<file path="src/rtl/uart_rx_word_fifo.sv">
// Packs received UART bytes little-endian into 32-bit words and queues them in a show-ahead FIFO.
// A framing error drops the partial word. An overflow drops the completed word and sets a sticky flag.
module uart_rx_word_fifo #(
  parameter int DEPTH = 4
) (
  input  logic                     clk,
  input  logic                     rstn,
  input  logic [7:0]               rdata,
  input  logic                     rdata_ready,
  input  logic                     ferr,
  input  logic                     clear,
  output logic [31:0]              word,
  output logic                     word_valid,
  input  logic                     word_ready,
  output logic [$clog2(DEPTH):0]   count,
  output logic                     overflow
);
  localparam int AW = $clog2(DEPTH);
  localparam logic [AW:0] FULL = (AW+1)'(DEPTH);

  typedef enum logic [1:0] {B0, B1, B2, B3} idx_t;

  idx_t            idx;
  logic [2:0][7:0] asm_q;
  logic [31:0]     mem [DEPTH];
  logic [AW-1:0]   wr_ptr, rd_ptr;
  logic            accept, complete, pop, wr_en;
  logic [AW:0]     count_nxt;

  assign accept   = rdata_ready & ~ferr & ~clear;
  assign complete = accept & (idx == B3);
  assign pop      = word_valid & word_ready & ~clear;
  // A full FIFO still takes the word when the head leaves on the same edge.
  assign wr_en    = complete & ((count != FULL) | pop);
  assign word     = mem[rd_ptr];

  always_comb begin
    count_nxt = count + (AW+1)'(wr_en) - (AW+1)'(pop);
  end

  always_ff @(posedge clk or negedge rstn) begin
    if (!rstn) begin
      idx        <= B0;
      asm_q      <= '0;
      wr_ptr     <= '0;
      rd_ptr     <= '0;
      count      <= '0;
      word_valid <= 1'b0;
      overflow   <= 1'b0;
    end else if (clear) begin
      idx        <= B0;
      wr_ptr     <= '0;
      rd_ptr     <= '0;
      count      <= '0;
      word_valid <= 1'b0;
      overflow   <= 1'b0;
    end else begin
      if (ferr) begin
        idx <= B0;
      end else if (accept) begin
        case (idx)
          B0:      asm_q[0] <= rdata;
          B1:      asm_q[1] <= rdata;
          B2:      asm_q[2] <= rdata;
          default: ;
        endcase
        idx <= idx_t'(idx + 2'd1);
      end
      if (complete && !wr_en) overflow <= 1'b1;
      if (wr_en) wr_ptr <= wr_ptr + AW'(1);
      if (pop)   rd_ptr <= rd_ptr + AW'(1);
      count      <= count_nxt;
      word_valid <= (count_nxt != '0);
    end
  end

  // Storage is intentionally left unreset; word is meaningless while word_valid is low.
  always_ff @(posedge clk) begin
    if (wr_en) mem[wr_ptr] <= {rdata, asm_q[2], asm_q[1], asm_q[0]};
  end

endmodule

</file>
<file path="config.mk">
export PLATFORM = sky130hd
export DESIGN_NAME = uart_rx_word_fifo
export DESIGN_NICKNAME = d
export VERILOG_FILES = /design/src/rtl/uart_rx_word_fifo.sv
export SDC_FILE = /design/constraint.sdc
export NUM_CORES = 1
export LEC_CHECK = 0
export ABC_AREA = 1
export CAP_MARGIN = 15
export CELL_PAD_IN_SITES_DETAIL_PLACEMENT = 0
export CELL_PAD_IN_SITES_GLOBAL_PLACEMENT = 2
export CORE_UTILIZATION = 40
export DETAILED_ROUTE_END_ITERATION = 10
export PLACE_DENSITY_LB_ADDON = 0.1
export SLEW_MARGIN = 30
export SYNTH_ARGS = -nofsm -noshare
export SYNTH_HDL_FRONTEND = slang
export SYNTH_SLANG_ARGS = --single-unit
</file>
<file path="constraint.sdc">
create_clock -name clk -period 3.46 [get_ports clk]
set_input_delay 0.692 -clock clk [delete_from_list [all_inputs] [get_ports clk]]
set_output_delay 0.692 -clock clk [all_outputs]
set_load 0.005 [all_outputs]
</file>
# Word-level counts from Yosys, hierarchy flattened
# Memory sizes are Yosys's and may differ from the RTL's.
# Cells that the tools add are included.
[word_totals]
regBits = 35
ram_bits = 128
output_inout_bits = 37
wordCells = 52
mem_count = 1
[op_classes]
n_addsub = 5
eq_ne = 4
mux = 13
bitwise_logic = 9
reduce_logical = 11
[memory_table]
columns = ["name", "depth", "word_bits", "rd", "rd_clocked_by_memory_dff", "wr", "line", "text"]
rows = [
  ["mem", 4, 32, 1, 0, 1, "25", "logic [31:0] mem [DEPTH];"],
]
[ops]
columns = ["op", "count"]
rows = [
  ["2-to-1 mux 2 bit", 7],
  ["AND reduction 4 bit", 3],
  ["adder 2 x 1 -> 2 bit (second input constant)", 3],
  ["bitwise AND 1 bit", 6],
  ["nonzero test 2 bit", 3],
  ["nonzero test 3 bit", 2],
  ["2-to-1 mux 1 bit", 5],
  ["equality test 2 bit (second input constant)", 2],
  ["adder 3 x 1 -> 3 bit", 1],
  ["2-to-1 mux 3 bit", 1],
  ["!= test 3 bit (second input constant)", 1],
  ["subtractor 3 x 1 -> 3 bit", 1],
  ["equality test 2 x 1 -> 1 bit (second input constant)", 1],
  ["logical NOT 2 bit", 1],
  ["inverter 1 bit", 2],
  ["logical AND 1 bit", 1],
  ["logical NOT 1 bit", 1],
  ["bitwise OR 1 bit", 1],
]

# Longest topological paths before layout
# Gate-level depths: netlist (run 1).
[depth]
word_depth = 9
ltp_mapped = 16

# Worst setup path before layout (run 1)
# No wires, ideal clock.
[synth_timing]
kind = "in2reg"
start = "input clear"
end = "memory mem[0][0] (enable)"
setup_ns = 0.421
arrival_ns = 2.617
required_time_ns = 3.039
slack_ns = 0.422
cell_stages = 6
n_path_buf = 1
cell_sequence = "buf_6 nor2_8 nand2_4 nor2_2 nand2_2 nor2_1"
[synth_between]
elab_chain_len = 6
elab_cells_between_ends = 8
classes_between = "2 x mux; 6 x bitwise"
[synth_lines]
columns = ["element", "line", "text"]
rows = [
  ["from (decl)", "11", "input logic clear,"],
  ["inverter 1 bit (no source line) *", "-", ""],
  ["bitwise AND 1 bit (on tied branches)", "30, 32", ""],
  ["bitwise AND 1 bit / bitwise OR 1 bit (equally long branches)", "31, 34", ""],
  ["bitwise AND 1 bit *", "34", "assign wr_en = complete & ((count != FULL) | pop);"],
  ["2-to-1 mux 1 bit *", "79", "if (wr_en) mem[wr_ptr] <= {rdata, asm_q[2], asm_q[1], asm_q[0]};"],
  ["2-to-1 mux 1 bit (not written as such) *", "79", ""],
  ["to (decl)", "25", ""],
]
# Mark *: on every way between the ends. The rest lies on a longest branch, timed or not.

# Worst setup path after layout (run 1)
[layout_timing]
start = "register rd_ptr[0]"
end = "output word[18]"
[layout_between]
elab_chain_len = 1
[layout_lines]
columns = ["element", "line", "text"]
rows = [
  ["from (decl)", "26", "logic [AW-1:0] wr_ptr, rd_ptr;"],
  ["from (signal assigned)", "71", "if (pop) rd_ptr <= rd_ptr + AW'(1);"],
  ["memory (4 x 32 bit)", "-", ""],
  ["to (decl)", "12", "output logic [31:0] word,"],
]
# No other way between the ends.

==> reports/metrics.yaml, run 1 <==
status: "finished clean"
fin_cells: 763
port_buffers: 50
place_area_mm2: 0.00717
htreeDepth: 4
pre_cts_ws_ns: 0.124
finalWirelength_um: 13400
setup_viol: 0
syn_nets: 506
cts_hold_buf: 0
place_inst: 732
pin_count: 51
num_vias: 3776
fp-row-count: 45
fmax_mhz: 326
die_x_um: 128
fin_ws_ns: 0.396
grt_pass1_vias: 3821
drc: 0
vias_per_cell: 4.95
wl_per_cell_um: 17.5
syn2layout_area_growth_pct: 20.0
post-route-min-period_ns: 3.06
die_area_mm2: 0.0165
ant_nets: 0
postLayoutCoreUtil_pct: 49.8
overflow: 0
drt_iter0_drc: 183
leakagePower_nw: 2.83
layout.nets: 565
path_class: "flop to output pin"
tightest_slew_ns: 0.654
drv_slew: 0
fillers: 1385
worst_ep_arrival_time_ns: 2.37
cts_buffers: 17
cap_violations: 0
relSlewSlack_pct: 56.4
hold_violations: 0
floorplan.initialDensity_pct: 41.5
syn_area_mm2: 0.00640
ir_drop_uv: 322
ys_types: 25
cts_tree: "built"
fp.coreArea_mm2: 0.0154
startpoint_type: "flop"
finalCritPeriodShare_pct: 88.6
cts_setup_buffers: 0
mostFrequentLayoutCells: "edfxtp_1 (128), nor2_1 (71), o21ai_0 (67)"
antenna_found_initial: 0
end_kind: "output pin"
path_max_fanout: 65
dpl.hpwl_um: 8040
die-height_um: 128
grt_max_degree: 66
final.setup.tns_ns: 0
hold_path_class: "primary input to asynchronous set/reset pin"
stdcell_area_mm2: 0.00768
gp_congestion: 0.698
power_per_cell_area_mw_per_mm2: 589
syn_inst: 481
diodes: 0
worstSkewPairLatency_ns: 0.42
drive_gt1_share_pct: 11.8
yosys_warnings: 0
grt_pass1_wl_um: 21200
clk_path_buf_depth: 2
clk_pin_slew_worst_paths_ns: 0.06
ys_ff_latch: 163
avgSynthCellArea_um2: 13.3
grtUsageTotal_pct: 17.8
clockRootBuffer: "clkbuf_16"
yosysSeqAreaShare_pct: 73.7
cts_resized: 0
layout_commonest_cell: "edfxtp_1"
skew_ns: 0.00607
clock-sinks: 163
dr.pass1.iters: 4
required_ns: 2.77
rsz0062_at_grt: "no"
## worst paths after layout
kind	from	to	slack [ns]	cells after the start
worst max-delay path	rd_ptr[0]$_DFFE_PN0P_	word[18]	0.40	4
worst min-delay path	rstn	asm_q[13]$_DFFE_PN0P_	0.24	1
worst max register to register	idx[0]$_DFFE_PN0P_	word_valid$_DFF_PN0_	1.17	15
worst min register to register	asm_q[1]$_DFFE_PN0P_	mem[3][1]$_DFFE_PP_	0.52	0
max in group asynchronous	rstn	rd_ptr[0]$_DFFE_PN0P_	2.84	1
min in group clk	asm_q[1]$_DFFE_PN0P_	mem[3][1]$_DFFE_PP_	0.52	0
## report_power, final
group | internal [W] | switching [W] | leakage, nW | total, W
Combinational | 0.000261 | 0.000297 | 0.958 | 0.000558
Sequential | 0.00223 | 0.0000815 | 1.63 | 0.00231
Clock | 0.000968 | 0.000691 | 0.243 | 0.00166
## sequential cells by signal, indices dropped and copies added (netlist names)
signal / cells
asm_q: 24
count: 3
idx: 2
mem: 128
overflow: 1
rd_ptr: 2
word_valid: 1
wr_ptr: 2
## critical path: stages, from the launching register on
cell and delay (ns):
dfrtp_2 0.37, buf_4 0.55, o21ai_0 0.21, o22ai_1 0.27, clkdlybuf4s50_1 0.56
## cells by family (layout without fill, tap and decap cells)
family | Yosys count | count (layout) | share of synthesized area, %
and+or+nand+nor | 128 | 128 | 8.52
AOI/OAI and AO/OA | 127 | 127 | 11.5
adders and majority gates | 11 | 11 | 2.27
buffers and inverters | 52 | 123 | 3.97
DFF | 163 | 163 | 73.7
## Yosys cell counts, drive strengths merged
master	n	area [µm²]
edfxtp	128	3840
o21ai	91	515
nor2	77	308
nand2	43	194
dfrtp	35	876
o22ai	32	200
inv	28	108
buf	14	109
clkbuf	10	37.5
ha	10	125
nand3	6	30.0
a21oi	4	20.0
fa	1	20.0
nand3b	1	7.51
nand4	1	6.26
## through the flow
step           hold WS (ns)  power, W
6_report              0.239   0.00452
5_1_grt               0.268   0.00473
4_1_cts               0.421   0.00458
3_5_place_dp          0.506   0.00292
3_3_place_gp          0.488   0.00291
2_1_floorplan         0.396   0.00263
## layer usage
metal	global-route usage, %	vias up	wire length [µm]
met3	4.41	13	396
li1	-	1841	-
met2	30.2	63	6690
met1	22.1	1859	6100
met5	0	-	0
met4	6.85	0	173
## cell type report
class                      count  area [µm²]  area share [%]
clock inverter                 9        65.1           0.847
inverter                      28         108            1.40
clock buffer                  22         444            5.78
sequential                   163        4720            61.5
tap                          211         264            3.44
multi-input combinational    266        1440            18.7
timing repair buffer          64         641            8.34
Note: power is estimated with default switching activity, not from simulation.
==> run 2: changes to the inputs <==
--- a/config.mk
+++ b/config.mk
@@ -7,11 +7,9 @@
 export LEC_CHECK = 0
 export ABC_AREA = 1
 export CAP_MARGIN = 15
-export CELL_PAD_IN_SITES_DETAIL_PLACEMENT = 0
-export CELL_PAD_IN_SITES_GLOBAL_PLACEMENT = 2
-export CORE_UTILIZATION = 40
+export CORE_UTILIZATION = 51
 export DETAILED_ROUTE_END_ITERATION = 10
-export PLACE_DENSITY_LB_ADDON = 0.1
+export PLACE_DENSITY = 0.71
 export SLEW_MARGIN = 30
 export SYNTH_ARGS = -nofsm -noshare
 export SYNTH_HDL_FRONTEND = slang
==> constraint.sdc (replaced) <==
create_clock -name clk -period 3.8 [get_ports clk]
set_input_delay 0.76 -clock clk [delete_from_list [all_inputs] [get_ports clk]]
set_output_delay 0.76 -clock clk [all_outputs]
set_load 0.005 [all_outputs]
==> run 2 against run 1 <==
Against the previous run:
- setup slack improved by 0.22 ns
- clock power about the same
- design area about the same
- worst hold slack improved by 0.27 ns
- global-route usage increased by 3.3 points
- total power decreased by 5.5%
- critical path depth increased by 1
- count of clock-buffer cells in the layout decreased by 1
- highest routed layer unchanged
==> reports/metrics.yaml, run 2 (synthesis results as in run 1) <==
status: "finished clean"  # unchanged
fp-row-count: 40  # was 45
gp_congestion: 0.817  # was 0.698
relSlewSlack_pct: 54.7  # was 56.4%
layout_commonest_cell: "edfxtp_1"  # unchanged
worst_ep_arrival_time_ns: 2.43  # was 2.37 ns
p_sw_share_pct: 22.8  # was 23.6%
ir_drop_uv: 339  # was 322 µV
seqPwrFrac_pct: 49.1  # was 51.0%
grt_pass1_vias: 3838  # was 3821
setup_viol: 0  # unchanged
largest_register_ffs: 128  # unchanged
internal_power_w: 0.00330  # was 0.00346 W
die_area_mm2: 0.0130  # was 0.0165 mm²
multi_input_comb_area_mm2: 0.00144  # unchanged
cts_tree: "built"  # unchanged
cap_violations: 0  # unchanged
fmax_mhz: 314
min_path_cells: 0
port_buffers: 50  # unchanged
clockRootBuffer: "clkbuf_16"  # unchanged
net-switching-power_w: 0.000974  # was 0.00107 W
leakagePower_nw: 2.85  # was 2.83 nW
path_class: "flop to output pin"  # unchanged
clock-sinks: 163  # unchanged
floorplan.initialDensity_pct: 52.8  # was 41.5%
finalWirelength_um: 12300  # was 13400 µm
die-height_um: 114  # was 128 µm
cts_resized: 0  # unchanged
dr.pass1.iters: 5  # was 4
layout.nets: 563  # was 565
grt_max_degree: 66  # unchanged
wl_per_cell_um: 17.1  # was 17.5 µm
clk_pin_slew_worst_paths_ns: 0.06  # about the same
syn2layout_area_growth_pct: 19.9  # was 20.0%
endpoint: "word[31]"  # was word[18]
pin_count: 51  # unchanged
ant_nets: 0  # unchanged
path_max_fanout: 41  # was 65
die_x_um: 114  # was 128 µm
stdcell_area_mm2: 0.00768  # about the same
cts_setup_buffers: 0  # unchanged
skew_ns: 0.0107  # was 0.00607 ns
rsz0062_at_grt: "no"  # unchanged
hold_path_class: "flop to flop"  # was primary input to asynchronous set/reset pin
cts_hold_buf: 0  # unchanged
clk_path_buf_depth: 2  # unchanged
vias_per_cell: 5.30  # was 4.95
reg2reg_from: "idx[1]$_DFFE_PN0P_"  # was idx[0]$_DFFE_PN0P_
r2r-end: "word_valid$_DFF_PN0_"  # unchanged
seq_area_mm2: 0.00472  # unchanged
post-route-min-period_ns: 3.19
required_ns: 3.04  # was 2.77 ns
dpl.hpwl_um: 7250  # was 8040 µm
rr_worst_depth: 15  # unchanged
grt_pass1_wl_um: 20100  # was 21200 µm
grtUsageTotal_pct: 21.1  # was 17.8%
drive_gt1_share_pct: 12.5  # was 11.8%
fillers: 895  # was 1385
drv_slew: 0  # unchanged
worstSkewPairLatency_ns: 0.42  # about the same
cts_buffers: 17  # unchanged
largest_registers: "mem x128, asm_q x24, count x3"  # unchanged
overflow: 0  # unchanged
top_register: "mem"  # unchanged
place_area_mm2: 0.00709  # was 0.00717 mm²
drc: 0  # unchanged
final.setup.tns_ns: 0  # unchanged
mostFrequentLayoutCells: "edfxtp_1 (128), nor2_1 (71), o21ai_0 (67)"  # unchanged
antenna_found_initial: 0  # unchanged
end_kind: "output pin"  # unchanged
p_clk_share_pct: 39.2  # was 36.6%
num_vias: 3811  # was 3776
htreeDepth: 4  # unchanged
critPathLaunch: "rd_ptr[0]$_DFFE_PN0P_"  # unchanged
startpoint_type: "flop"  # unchanged
postLayoutCoreUtil_pct: 63.4  # was 49.8%
r2r_slack_ns: 1.43  # was 1.17 ns
drt_iter0_drc: 354  # was 183
hold_violations: 0  # unchanged
finalCritPeriodShare_pct: 83.9
power_per_cell_area_mw_per_mm2: 557  # was 589 mW/mm²
combPwrFrac_pct: 11.7  # was 12.3%
diodes: 0  # unchanged
fp.coreArea_mm2: 0.0121  # was 0.0154 mm²
tightest_slew_ns: 0.679  # was 0.654 ns
-- run 2: changes by cell type in the layout (fill, tap and decap cells not counted), sizes merged --
| cell | change |
|---|---|
| clkinvlp | +2 |
| buf | -3 |
| clkbuf | -1 |
| clkinv | -2 |
| clkdlybuf4s50 | +1 |
| bufinv | +2 |
-- run 2: per-layer routing --
metal  GRT usage [%]  share of wire, %  vias to the layer above
met1            26.3                42                     1874
met4            7.79               1.4                        0
met5               0                 0                        -
met3            5.53               5.6                       11
met2            35.7                51                       95
li1                -                 -                     1831
-- run 2: layout make-up --
class                           instances  area share, %
Sequential cell                       163           61.5
Clock buffer                           21           5.87
Clock inverter                         11           1.76
Timing Repair Buffer                   62           8.02
Multi-Input combinational cell        266           18.7
Inverter                               28           1.40
Tap cell                              168           2.74
-- run 2: worst min-delay path by stage --
| stage | to | startpoint |
|---|---|---|
| 6_report | mem[0][18]$_DFFE_PP_ | asm_q[18]$_DFFE_PN0P_ |
| 5_1_grt | mem[2][21]$_DFFE_PP_ | asm_q[21]$_DFFE_PN0P_ |
| 3_5_place_dp | mem[2][18]$_DFFE_PP_ | asm_q[18]$_DFFE_PN0P_ |
| 2_1_floorplan | asm_q[0]$_DFFE_PN0P_ | rstn |
| 4_1_cts | mem[0][18]$_DFFE_PP_ | asm_q[18]$_DFFE_PN0P_ |
| 3_3_place_gp | mem[0][21]$_DFFE_PP_ | asm_q[21]$_DFFE_PN0P_ |
-- run 2: worst max-delay path: stages (launching register included) --
cell and delay (ns):
dfrtp_2 0.41, inv_2 0.49, buf_4 0.29, o21ai_0 0.09
o22ai_1 0.17, clkdlybuf4s50_1 0.54
-- run 2: power groups by stage --
stage / sequential (W) / combinational (W) / clock (W)
floorplan: 0.00211 / 0.000284 / 0
global placement: 0.00213 / 0.000488 / 0
detailed placement: 0.00214 / 0.000503 / 0
CTS: 0.00210 / 0.000507 / 0.00170
global route: 0.00211 / 0.000556 / 0.00178
finish: 0.00210 / 0.000500 / 0.00168
-- run 2: per-stage QoR --
step | power (W) | hold slack [ns] | setup WS [ns] | std cells
floorplan | 0.00240 | 0.464 | 0.694 | 481
finish | 0.00428 | 0.510 | 0.612 | 719
global placement | 0.00262 | 0.486 | 0.424 | 687
detailed placement | 0.00264 | 0.503 | 0.256 | 687
global route | 0.00445 | 0.541 | 0.449 | 719
CTS | 0.00431 | 0.515 | 0.575 | 719
==> edit 1, RTL diff (settings of run 1) <==
`DEPTH`: 4 -> 2.
--- a/src/rtl/uart_rx_word_fifo.sv
+++ b/src/rtl/uart_rx_word_fifo.sv
@@ -2,5 +2,5 @@
 // A framing error drops the partial word. An overflow drops the completed word and sets a sticky flag.
 module uart_rx_word_fifo #(
-  parameter int DEPTH = 4
+  parameter int DEPTH = 2
 ) (
   input  logic                     clk,
Interface: changed (resized count); port bits go from 51 to 50. The function was not compared with the original's and may differ.
==> edit 1 against run 1 <==
- design area is 40% lower
- sequential cell count is 67 lower
- total power is 53% lower
- sequential power is 42% lower
- critical path depth is 1 higher
- worst setup slack better by 0.29 ns
- first-iteration DRC count is 48% lower
- non-clock buffer count is 10 lower
- routed wire length is 51% lower
- global-route usage is 3.6 points lower
- synthesized area is 41% lower
- core utilization hardly changed
- critical path type unchanged
- highest routed layer unchanged
==> edit 1: results (changes against run 1) <==
Critical Path Source = rd_ptr
Post-synth EDFFs = 64 (-50%)
Port bufs = 49 (-2.0%)
Placer Congestion = 0.759 (+8.7%)
Largest net degree at the start of global routing = 33 (-50%)
Antenna fix cells = 0 (unchanged)
Slew headroom = 0.622 (+0.0578)
Clock H-tree levels = 3 (-1)
Longest Clk Path Bufs = 2 (unchanged)
Vias per Instance = 4.28 (-13%)
Syn Inst Count = 310 (-36%)
Top post-synthesis cells by area = edfxtp_1, dfrtp_1, nand2_1, o21ai_2, inv_1
Total Nets Final = 384 (-32%)
Min-delay src = asm_q[4]
First-pass GRT wire length = 10.5 mm (-51%)
Wire per inst = 13.1 um (-25%)
Layout Cells excl Fill = 499 (-35%)
CP peak stage delay = 0.46 ns (-0.10 ns)
Postcts setup bufs = 0 (unchanged)
Worst-path clk slew = 0.09 ns (+0.03 ns)
CTS Buf Count = 9 (-8)
Slowest stage cell on the critical path = clkinv_1
Crit path max fanout = 19 (-71%)
Resized Gates After CTS = 0 (unchanged)
Worst hold path type = register to register
CP delay by family, top = buffers and inverters
Max-cap violations = 0 (unchanged)
Synth cell count leaders = nand2_1, edfxtp_1, dfrtp_1
Vias in the first global route = 2022 (-47%)
Pre-Repair DR Iteration Count = 4 (unchanged)
Sw Ratio = 0.229 (-0.00676)
Worst Skew = 0.0106 ns (+0.00451 ns)
Sequential area share after synthesis = 0.717 (-0.0207)
Path depth of the worst reg2reg path = 6 (-9)
Inst Count DP = 483 (-34%)
Total GRT Usage = 0.143 (-0.0355)
HPWL after DPL = 4.22 mm (-47%)
Final setup TNS = 0 ns (unchanged)
R2r setup slk = 1.69 ns (+0.52 ns)
Syn_nets = 329 (-35%)
Async SR Flop Fraction = 0.333 (+0.119)
R2r startpoint = idx[1]
Pleak = 0.00192 uW (-32%)
VDD IR max = 0.223 mV (-31%)
Fillers = 844 (-39%)
Yosys warns = 0 (unchanged)
DR iter-0 viols = 96 (-48%)
Antenna violations before repair = 0 (unchanged)
Share of cells above drive strength 1 = 0.151 (+0.0336)
Worst R2R End = mem[1][11]
Clock root buffer = clkbuf_8
Worst skew pair latency = 0.35 ns (-0.07 ns)
Status = complete, no violations
Distinct cells, synth = 20 (-20%)
Largest registers = mem: 64 flops, asm_q: 24 flops
Worst Setup EP = word[31]
-- edit 1: cell types whose count changed after synthesis, moves of 7 or more --
cell / change
clkbuf_1: -7
o21ai_1: -8
edfxtp_1: -64
o21ai_2: +8
o21ai_0: -64
nand2_1: +88
o22ai_1: -32
nor2_1: -68
inv_1: -9
-- edit 1: logic make-up after synthesis --
family | count (synthesis) | share of synthesized area
AO/OA/AOI/OAI | 28 | 0.0606
XOR/XNOR | 1 | 0.00231
adder cells (fa/ha/maj) | 5 | 0.0165
buffers and inverters | 29 | 0.0372
flip-flops | 96 | 0.717
AND/OR/NAND/NOR | 151 | 0.167
-- edit 1: per-layer routing --
layer	global-route usage	vias up	part of all wire
li1	-	1125	-
met1	0.194	974	0.49
met2	0.226	32	0.47
met3	0.0288	6	0.028
met4	0.0577	0	0.0098
met5	0	-	0
-- edit 1: power groups by stage --
stage                     Combinational [uW]  Sequential [uW]  Clock (uW)
after floorplan                         96.8             1350           0
after global placement                   154             1370           0
after detailed placement                 156             1370           0
after CTS                                157             1340         640
after global routing                     171             1350         685
final                                    153             1340         625
-- edit 1: stage by stage --
stage | cell area, um2 | worst slack [ns] | hold WS, ns | total power (uW)
finish | 4600 | 0.684 | 0.477 | 2120
global placement | 4440 | 0.884 | 0.451 | 1520
floorplan | 3800 | 0.555 | 0.396 | 1450
CTS | 4600 | 0.617 | 0.482 | 2140
global route | 4600 | 0.496 | 0.498 | 2210
detailed placement | 4440 | 0.844 | 0.466 | 1530
-- edit 1: area by class of cell --
type | count | share of cell area
Inverter | 19 | 0.0166
Sequential cell | 96 | 0.592
Multi-Input combinational cell | 185 | 0.204
Clock buffer | 11 | 0.0285
Clock inverter | 5 | 0.00707
Timing Repair Buffer | 54 | 0.117
Tap cell | 129 | 0.0351
==> edit 2, RTL diff (config.mk and constraints of run 1) <==
Without the edit above. Reset style: synchronous (`rstn`), changed in one clocked block.
--- a/src/rtl/uart_rx_word_fifo.sv
+++ b/src/rtl/uart_rx_word_fifo.sv
@@ -39,5 +39,5 @@
   end
 
-  always_ff @(posedge clk or negedge rstn) begin
+  always_ff @(posedge clk) begin
     if (!rstn) begin
       idx        <= B0;
Behaviour: differs if rstn is asserted again (counterexample within 10 cycles, from zero or initial values and one cycle with rstn low); with rstn held inactive, the same outputs for 10 cycles.
==> edit 2 against run 1 <==
- synthesized area fell by 1.7%
- worst setup slack got worse by 0.17 ns
- non-clock buffer count fell by 1
- design area rose by 0.98%
- global-route usage up 0.78 points
- sequential cell count increased by 2
- routed wire length up 2.6%
- critical endpoint is now word[21]
- highest routed layer unchanged
Power is not compared: it rests on default switching activity, and its combinational part moved more than twofold at a synthesized area within 25%.
==> edit 2: results (changes against run 1) <==
Longest Clk Path Bufs = 2 (unchanged)
Slowest stage cell on the critical path = dfxtp_1
Peak Freq = 0.309 GHz (-5.2%)
CP peak stage delay = 0.64 ns (+0.08 ns)
Vias in the first global route = 3901 (+2.1%)
Share of cells above drive strength 1 = 0.0893 (-0.0284)
Worst EP arrival = 2.54 ns (+0.17 ns)
R2r setup slk = 1.05 ns (-0.12 ns)
Worst skew pair latency = 0.42 ns (about the same)
Top post-synthesis cells by area = edfxtp_1, dfxtp_1, nor2_1, o21ai_0, o22ai_1
Total Nets Final = 594 (+5.1%)
HPWL after DPL = 8.04 mm (about the same)
Final WL = 13.7 mm (+2.6%)
Sequential area share after synthesis = 0.729 (-0.00843)
Worst Setup EP = word[21]
Worst Skew = 0.00855 ns (+0.00249 ns)
Worst R2R End = word_valid
Total GRT Usage = 0.186 (+0.00781)
Crit path max fanout = 23 (-65%)
First-pass GRT wire length = 21.7 mm (+2.7%)
Distinct cells, synth = 23 (-8.0%)
Synth cell count leaders = edfxtp_1, nor2_1, o21ai_0
VDD IR max = 0.312 mV
Worst Max-Slew Pin Slew = 0.991 ns (+0.337 ns)
Worst-path clk slew = 0.06 ns (about the same)
Status = complete, no violations
R2r startpoint = idx[0]
Fillers = 1357 (-2.0%)
Worst hold path type = register to register
Vias per Instance = 5.07 (+2.5%)
DR iter-0 viols = 197 (+7.7%)
Path depth of the worst reg2reg path = 12 (-3)
Async SR Flop Fraction = 0 (-0.215)
Setup WS pre-CTS = 0.271 ns (+0.147 ns)
Largest net degree at the start of global routing = 65 (-1.5%)
Placer Congestion = 0.753 (+7.8%)
[edit 2: cells by family after synthesis]
logic type               after synthesis  synth area share
AND/OR/NAND/NOR                      161             0.103
XOR/XNOR                               1           0.00139
adder cells (fa/ha/maj)               11            0.0231
buffers and inverters                 50            0.0368
flip-flops                           165             0.729
AO/OA/AOI/OAI                        125             0.106
[edit 2: per-stage QoR]
stage          cell area, um2   util  std cells
3_5_place_dp             7050  0.462        761
3_3_place_gp             7050  0.462        761
4_1_cts                  7750  0.508        793
2_1_floorplan            6290      -        513
6_report                 7750  0.508        793
5_1_grt                  7750  0.508        793
[edit 2: area by class of cell]
cell class / instances / share of cell area
clock buffer: 21 / 0.0581
clock inverter: 11 / 0.0326
inverter: 24 / 0.0123
multi-input combinational: 298 / 0.191
sequential: 165 / 0.591
tap: 211 / 0.0340
timing repair buffer: 63 / 0.0804
[edit 2: routing by layer]
metal / up-vias / share of wire / GRT usage
li1: 1941 / - / -
met1: 1991 / 0.45 / 0.237
met2: 72 / 0.50 / 0.308
met3: 17 / 0.033 / 0.0448
met4: 0 / 0.014 / 0.0700
met5: - / 0 / 0
[edit 2: worst min path at each step]
stage	from	endpoint	slack [ns]	cells after the start
6_report	overflow	overflow	0.48	2
5_1_grt	overflow	overflow	0.52	2
4_1_cts	overflow	overflow	0.50	2
3_5_place_dp	overflow	overflow	0.47	2
3_3_place_gp	overflow	overflow	0.47	2
2_1_floorplan	overflow	overflow	0.46	2
[edit 2: worst reg2reg max path: stages (launching register included)]
cell	delay, ns
dfxtp_1	0.39
ha_1	0.23
nand3_1	0.09
nor2_1	0.22
inv_2	0.12
ha_1	0.28
inv_1	0.06
ha_1	0.13
inv_1	0.04
fa_1	0.50
nand2_1	0.05
o21ai_0	0.15
inv_1	0.05
[edit 2: where the power goes]
part	switching, uW	internal [uW]	total (uW)
Clock	706	1510	2220
Combinational	34.1	18.6	52.7
Sequential	4.20	2120	2120
